<file path="src/rtl/chitchat_rx.sv">
// chitchat_rx: CHITCHAT link receiver, frame parser and link qualifier.
// Hunts K28.5 starts, checks CRC and header, publishes accepted frames.
package chitchat_pkg;
  localparam logic [3:0]  CC_PROTOCOL_CAT = 4'h1;
  localparam logic [3:0]  CC_PROTOCOL_VER = 4'h1;
  localparam logic [7:0]  CC_K28_5        = 8'hBC;
  localparam logic [15:0] CC_CRC_INIT     = 16'hFFFF;
  localparam logic [15:0] CC_CRC_POLY     = 16'h1021;

  typedef struct packed {
    logic [2:0]  gw_type;
    logic [2:0]  location;
    logic [31:0] rev_id;
    logic [31:0] data0;
    logic [31:0] data1;
    logic [15:0] fc;
    logic [15:0] lb;
  } cc_frame_t;
endpackage

module crc16
  import chitchat_pkg::*;
(
  input  logic        clk,
  input  logic        rst_n,
  input  logic        clr,
  input  logic        en,
  input  logic [15:0] d,
  output logic [15:0] crc
);
  function automatic logic [15:0] step(
    input logic [15:0] c,
    input logic [15:0] w
  );
    logic [15:0] r;
    r = c;
    for (int i = 15; i >= 0; i--) begin
      r = (r[15] ^ w[i]) ? ({r[14:0], 1'b0} ^ CC_CRC_POLY)
                         : {r[14:0], 1'b0};
    end
    return r;
  endfunction

  always_ff @(posedge clk or negedge rst_n) begin
    if (!rst_n) crc <= CC_CRC_INIT;
    else if (en) crc <= step(clr ? CC_CRC_INIT : crc, d);
  end
endmodule

module chitchat_rx
  import chitchat_pkg::*;
#(
  parameter int         LINK_UP_CNT      = 3,
  parameter logic [2:0] RX_GATEWARE_TYPE = 3'd0
) (
  input  logic        clk,
  input  logic        rst_n,
  input  logic [15:0] gtx_d,
  input  logic        gtx_k,
  output logic        link_up,
  output logic        rx_valid,
  output logic [2:0]  rx_gateware_type,
  output logic [2:0]  rx_location,
  output logic [31:0] rx_rev_id,
  output logic [31:0] rx_data0,
  output logic [31:0] rx_data1,
  output logic [15:0] rx_frame_counter,
  output logic [15:0] rx_loopback_frame_counter,
  output logic        rx_frame_drop,
  output logic [2:0]  ccrx_fault,
  output logic [15:0] ccrx_fault_cnt
);
  typedef enum logic {HUNT, RECEIVE} state_t;

  localparam logic [3:0] LUC = 4'(LINK_UP_CNT);

  state_t     state;
  logic [3:0] idx;
  logic [7:0] w0_hi;
  cc_frame_t  sh;
  cc_frame_t  rx_q;
  logic [3:0] good_cnt;
  logic       is_sow;
  logic       crc_en;
  logic [15:0] crc;
  logic [2:0] fault_d;
  logic       frm_ok;

  assign is_sow = gtx_k && (gtx_d[7:0] == CC_K28_5);
  assign crc_en = is_sow ||
                  (state == RECEIVE && !gtx_k &&
                   idx >= 4'd1 && idx <= 4'd9);

  crc16 u_crc (
    .clk   (clk),
    .rst_n (rst_n),
    .clr   (is_sow),
    .en    (crc_en),
    .d     (gtx_d),
    .crc   (crc)
  );

  // idx 0 in RECEIVE: W10 seen, next word must be a start word
  always_comb begin
    fault_d = 3'b000;
    frm_ok  = 1'b0;
    if (state == RECEIVE) begin
      if (idx == 4'd0) begin
        fault_d[0] = !is_sow;
      end else if (gtx_k) begin
        fault_d[0] = 1'b1;
      end else if (idx == 4'd10) begin
        fault_d[1] = (gtx_d != crc);
        fault_d[2] = (w0_hi != {CC_PROTOCOL_CAT, CC_PROTOCOL_VER}) ||
                     (sh.gw_type != RX_GATEWARE_TYPE);
        frm_ok = !fault_d[1] && !fault_d[2];
      end
    end
  end

  always_ff @(posedge clk or negedge rst_n) begin
    if (!rst_n) begin
      state          <= HUNT;
      idx            <= 4'd0;
      w0_hi          <= 8'd0;
      sh             <= '0;
      rx_q           <= '0;
      good_cnt       <= 4'd0;
      link_up        <= 1'b0;
      rx_valid       <= 1'b0;
      rx_frame_drop  <= 1'b0;
      ccrx_fault     <= 3'b000;
      ccrx_fault_cnt <= 16'd0;
    end else begin
      rx_valid      <= 1'b0;
      rx_frame_drop <= 1'b0;
      ccrx_fault    <= fault_d;

      if (is_sow) begin
        state <= RECEIVE;
        idx   <= 4'd1;
        w0_hi <= gtx_d[15:8];
      end else if (state == RECEIVE) begin
        if (gtx_k || idx == 4'd0) begin
          state <= HUNT;
          idx   <= 4'd0;
        end else if (idx == 4'd10) begin
          idx <= 4'd0;
        end else begin
          idx <= idx + 4'd1;
          unique case (idx)
            4'd1: begin
              sh.gw_type  <= gtx_d[15:13];
              sh.location <= gtx_d[12:10];
            end
            4'd2: sh.rev_id[31:16] <= gtx_d;
            4'd3: sh.rev_id[15:0]  <= gtx_d;
            4'd4: sh.data0[31:16]  <= gtx_d;
            4'd5: sh.data0[15:0]   <= gtx_d;
            4'd6: sh.data1[31:16]  <= gtx_d;
            4'd7: sh.data1[15:0]   <= gtx_d;
            4'd8: sh.fc            <= gtx_d;
            4'd9: sh.lb            <= gtx_d;
            default: ;
          endcase
        end
      end

      if (|fault_d) begin
        good_cnt <= 4'd0;
        link_up  <= 1'b0;
        if (ccrx_fault_cnt != 16'hFFFF)
          ccrx_fault_cnt <= ccrx_fault_cnt + 16'd1;
      end else if (frm_ok) begin
        if (good_cnt < LUC) good_cnt <= good_cnt + 4'd1;
        // drop check skipped on the frame that first raises link_up
        if (link_up || (good_cnt + 4'd1 == LUC)) begin
          link_up       <= 1'b1;
          rx_valid      <= 1'b1;
          rx_q          <= sh;
          rx_frame_drop <= link_up && (sh.fc != rx_q.fc + 16'd1);
        end
      end
    end
  end

  assign rx_gateware_type          = rx_q.gw_type;
  assign rx_location               = rx_q.location;
  assign rx_rev_id                 = rx_q.rev_id;
  assign rx_data0                  = rx_q.data0;
  assign rx_data1                  = rx_q.data1;
  assign rx_frame_counter          = rx_q.fc;
  assign rx_loopback_frame_counter = rx_q.lb;
endmodule

</file>
<file path="config.mk">
export PLATFORM = sky130hd
export DESIGN_NAME = chitchat_rx
export DESIGN_NICKNAME = d
export VERILOG_FILES = /design/src/rtl/chitchat_rx.sv
export SDC_FILE = /design/constraint.sdc
export NUM_CORES = 1
export LEC_CHECK = 0
export BUFFER_PORTS_ARGS = -buffer_cell sky130_fd_sc_hd__buf_2
export CAP_MARGIN = 0
export CORE_ASPECT_RATIO = 1.5
export CORE_MARGIN = 1.5
export CORE_UTILIZATION = 60
export CTS_CLUSTER_DIAMETER = 200
export CTS_CLUSTER_SIZE = 16
export DETAILED_ROUTE_END_ITERATION = 10
export PLACE_DENSITY = 0.82
export SLEW_MARGIN = 25
export SYNTH_ARGS = -nofsm -noshare
export SYNTH_HDL_FRONTEND = slang
export SYNTH_SLANG_ARGS = --single-unit
</file>
<file path="constraint.sdc">
create_clock -name clk -period 4.2 [get_ports clk]
set_clock_uncertainty 0.2 [all_clocks]
set_input_delay 1.05 -clock clk [delete_from_list [all_inputs] [get_ports clk]]
set_output_delay 1.05 -clock clk [all_outputs]
set_load 0.01 [all_outputs]
</file>
==> qor.txt <==
crit end category -> flop
unrepaired setup endpoints after global routing -> false
floorplan die area -> 24,600 sq um
number of buffers inserted by post-CTS setup repair -> 0
pin count of the biggest net entering global routing -> 98
worst endpoint data arrival time -> 3630 ps
relative contribution of combinational cells to total power -> 0.146
relative contribution of sequential cells to total power -> 0.516
Filler cells -> 1,685
Setup TNS -> 0 ps
outcome -> complete, no violations
fraction of layout instances using a drive strength above 1 -> 0.396
Static Leakage -> 8.47 nW
count of non-filler cells in the finished layout -> 1,580
endpoints failing hold -> 0
number of cells upsized or downsized after cts -> 0
r2r worst-path depth -> 8
Placement Rows -> 68
wire length of the first global-routing pass -> 51,200 um
met2 wirelength from detailed routing -> 16,800 um
Vias per Instance -> 5.81
CTS Root Buffer Type -> clkbuf_16
aggregate routed wire length -> 32,900 um
Total Nets Final -> 1,268
switching portion of total power -> 0.264
clock tree from TritonCTS -> yes
I/O pin count -> 175
family with the most delay on the worst path -> simple AND/OR/NAND/NOR gates
design internal power -> 0.00469 W
slowest library cell on the worst path -> or4_1
stages on the worst setup path -> 9
synthesized area per cell -> 13.2 sq um
synthesized instance count -> 1,075
wire length per cell after detailed routing -> 20.8 um
top_reg_cell synth -> dfrtp_1
number of distinct library cells after synthesis -> 63
count of state elements after synthesis -> 323
met1 routed wirelength after detailed routing -> 13,200 um
width of the chip -> 129 um
total CTS buffers -> 24
WP data required -> 4400 ps
gr usage total -> 0.271
clock sink count -> 323
register-to-register setup slack -> 850 ps
area grow syn2layout -> 14.1%
clock slew at reported path FFs -> 70 ps
Crit Reg-Reg Endpoint -> rx_data0[15]
Yosys Warn Count -> 0
number of buffers added to fix hold violations after cts -> 0
weighted congestion reported at the end of routability-driven placement -> 0.863
routed via count -> 9,186
Post-route DRC -> 0
residual antenna-violating net count after detailed routing -> 0
clk_lat worst skew -> 530 ps
CP max stage delay -> 560 ps
number of setup violations in the final report -> 0
deepest clock path buffer count -> 3
final core utilization -> 0.699
worst-margin pin slew -> 1070 ps
post-synthesis async set-or-reset flop share -> 1.00
portion of the post-synthesis area used by sequential elements -> 0.571
Initial Utilization -> 0.613
detailed route wirelength on metal3 -> 1610 um
maximum fanout count along the critical path -> 26
number of max-capacitance violations reported -> 0
ordered list of cells on the worst path -> buf_2, xor2_1, or4_1, nor4_2, nand2_1, nor3_4, buf_12, buf_4, mux2_2
startpoint class of the critical path -> input pin
DRT iter0 DRCs -> 450
PnR worst setup slack -> 771 ps
die height -> 191 um
CTS H-Tree Depth -> 1
post-route clock period utilization -> 0.817
initial antenna violation count -> 0
Syn Std Cell Area -> 14,200 sq um
critical path capture point -> rx_data0[15]
source of the worst register-to-register timing path -> u_crc.crc[3]
remaining global-route overflow -> 0
type of the most critical hold path -> input pin to asynchronous set/reset pin
total power divided by cell area -> 394 nW/um^2
worst supply voltage drop on vdd -> 0.300 mV
Post-synth EDFFs -> 0
fraction of power consumed by the clock network -> 0.338
total nets after synthesis -> 1,098
highest clock frequency the design can meet -> 292 MHz
vias in the first global route -> 9,274
Critical path buffers and inverters -> 3
Rel. slew slack -> 0.282
Pre-antenna DRT Iters -> 4
worst slack at placement -> 264 ps
final max-slew violation count -> 0
fin crit period -> 3430 ps
core area -> 23,100 sq um
number of input and output port buffers inserted -> 174
Psw -> 0.00168 W
type of the worst setup path -> input pin to flop
uppermost layer routed -> met4
startpoint of the most critical setup path -> gtx_d[3]
total half-perimeter wirelength after legalization and detailed placement -> 22,300 um
placed instance count -> 1,534
-- final cells by class --
cell class                 count  area, sq um  share of cell area
timing repair buffer         209         1240              0.0769
sequential                   323         8100               0.501
clock buffer                  42          668              0.0413
multi-input combinational    676         5690               0.352
tap                          315          394              0.0244
antenna                        2         5.00            0.000309
inverter                      11         41.3             0.00255
clock inverter                 2         32.5             0.00201
-- kinds of logic (layout without fill, tap and decap cells) --
kind of cell | Yosys count | after routing | synth area share
AND/OR/NAND/NOR | 209 | 209 | 0.0715
XOR/XNOR | 108 | 108 | 0.0708
flip-flops | 323 | 323 | 0.571
adder cells (fa/ha/maj) | 4 | 4 | 0.00353
buffers and inverters | 76 | 264 | 0.0280
AO/OA/AOI/OAI | 79 | 79 | 0.0362
other | 0 | 2 | 0
multiplexers | 276 | 276 | 0.219
-- worst register-to-register path: stages (launching register included) --
cell and delay (ps):
dfstp_2 610, xor2_1 90, or4_1 560, nor4_2 450, nand2_1 200, nor3_4 320
buf_12 250, buf_4 220, mux2_2 350
-- placed cells by master, fill, tap and decap left out, drive strengths merged, types with 15 or more instances in the layout --
| master | count |
|---|---|
| a21oi | 24 |
| buf | 209 |
| clkbuf | 42 |
| dfrtp | 307 |
| dfstp | 16 |
| mux2 | 270 |
| nand2 | 79 |
| nand3 | 17 |
| nand4 | 15 |
| nor2 | 42 |
| o21ai | 21 |
| xnor2 | 75 |
| xor2 | 31 |
-- worst min-delay path by stage --
| stage | start | end | slack [ps] | cells after the start |
|---|---|---|---|---|
| detailed placement | u_crc.crc[1] | u_crc.crc[1] | 270 | 2 |
| finish | rst_n | sh[56] | 270 | 1 |
| CTS | u_crc.crc[1] | u_crc.crc[1] | 280 | 2 |
| global placement | w0_hi[0] | w0_hi[0] | 250 | 2 |
| global route | rx_data1[28] | rx_data1[28] | 290 | 1 |
| floorplan | w0_hi[0] | w0_hi[0] | 240 | 2 |
-- power by group through the flow --
stage | Clock, W | Sequential (W) | Combinational (W)
global route | 0.00231 | 0.00330 | 0.00101
finish | 0.00215 | 0.00329 | 0.000927
CTS | 0.00220 | 0.00329 | 0.000925
floorplan | 0 | 0.00329 | 0.000723
global placement | 0 | 0.00334 | 0.000895
detailed placement | 0 | 0.00335 | 0.000919
-- cell usage after synthesis (4+ instances only) --
cell type | number | share of area
xor2_1 | 29 | 0.018
nand2_1 | 79 | 0.021
a31o_2 | 5 | 0.0031
mux2_1 | 38 | 0.030
buf_6 | 10 | 0.0079
nand3_1 | 17 | 0.0060
mux2i_1 | 6 | 0.0042
buf_2 | 8 | 0.0028
nor2_1 | 42 | 0.011
a21oi_1 | 24 | 0.0085
buf_4 | 7 | 0.0037
nor4b_1 | 4 | 0.0025
o21ai_0 | 20 | 0.0071
ha_1 | 4 | 0.0035
nor2b_1 | 4 | 0.0018
inv_1 | 11 | 0.0029
mux2_2 | 232 | 0.18
clkbuf_1 | 38 | 0.010
nor3b_1 | 4 | 0.0021
dfstp_2 | 16 | 0.030
nor3_1 | 10 | 0.0035
dfrtp_1 | 307 | 0.54
and2_1 | 5 | 0.0022
xnor2_1 | 73 | 0.045
nor4_1 | 5 | 0.0022
nand4_1 | 15 | 0.0066
and3_1 | 9 | 0.0040
-- through the flow --
| stage | cell area (sq um) | power [W] | hold slack, ps |
|---|---|---|---|
| 6_report | 16200 | 0.00637 | 270 |
| 5_1_grt | 16200 | 0.00661 | 295 |
| 4_1_cts | 16200 | 0.00641 | 280 |
| 3_5_place_dp | 15500 | 0.00427 | 268 |
| 3_3_place_gp | 15500 | 0.00424 | 255 |
| 2_1_floorplan | 14200 | 0.00401 | 238 |
-- routing by layer --
| layer | vias to the layer above | track usage |
|---|---|---|
| met4 | 0 | 0.111 |
| met1 | 4768 | 0.346 |
| met5 | - | 0 |
| li1 | 4091 | - |
| met3 | 73 | 0.0428 |
| met2 | 254 | 0.464 |
-- registers in the layout, indices dropped and copies added, names as in the netlist, 8 cells and up --
register                   flops
sh                           134
rx_data0                      32
rx_loopback_frame_counter     16
rx_frame_counter              16
ccrx_fault_cnt                16
u_crc.crc                     16
rx_rev_id                     32
w0_hi                          8
rx_data1                      32
(Power assumes the default switching activity.)
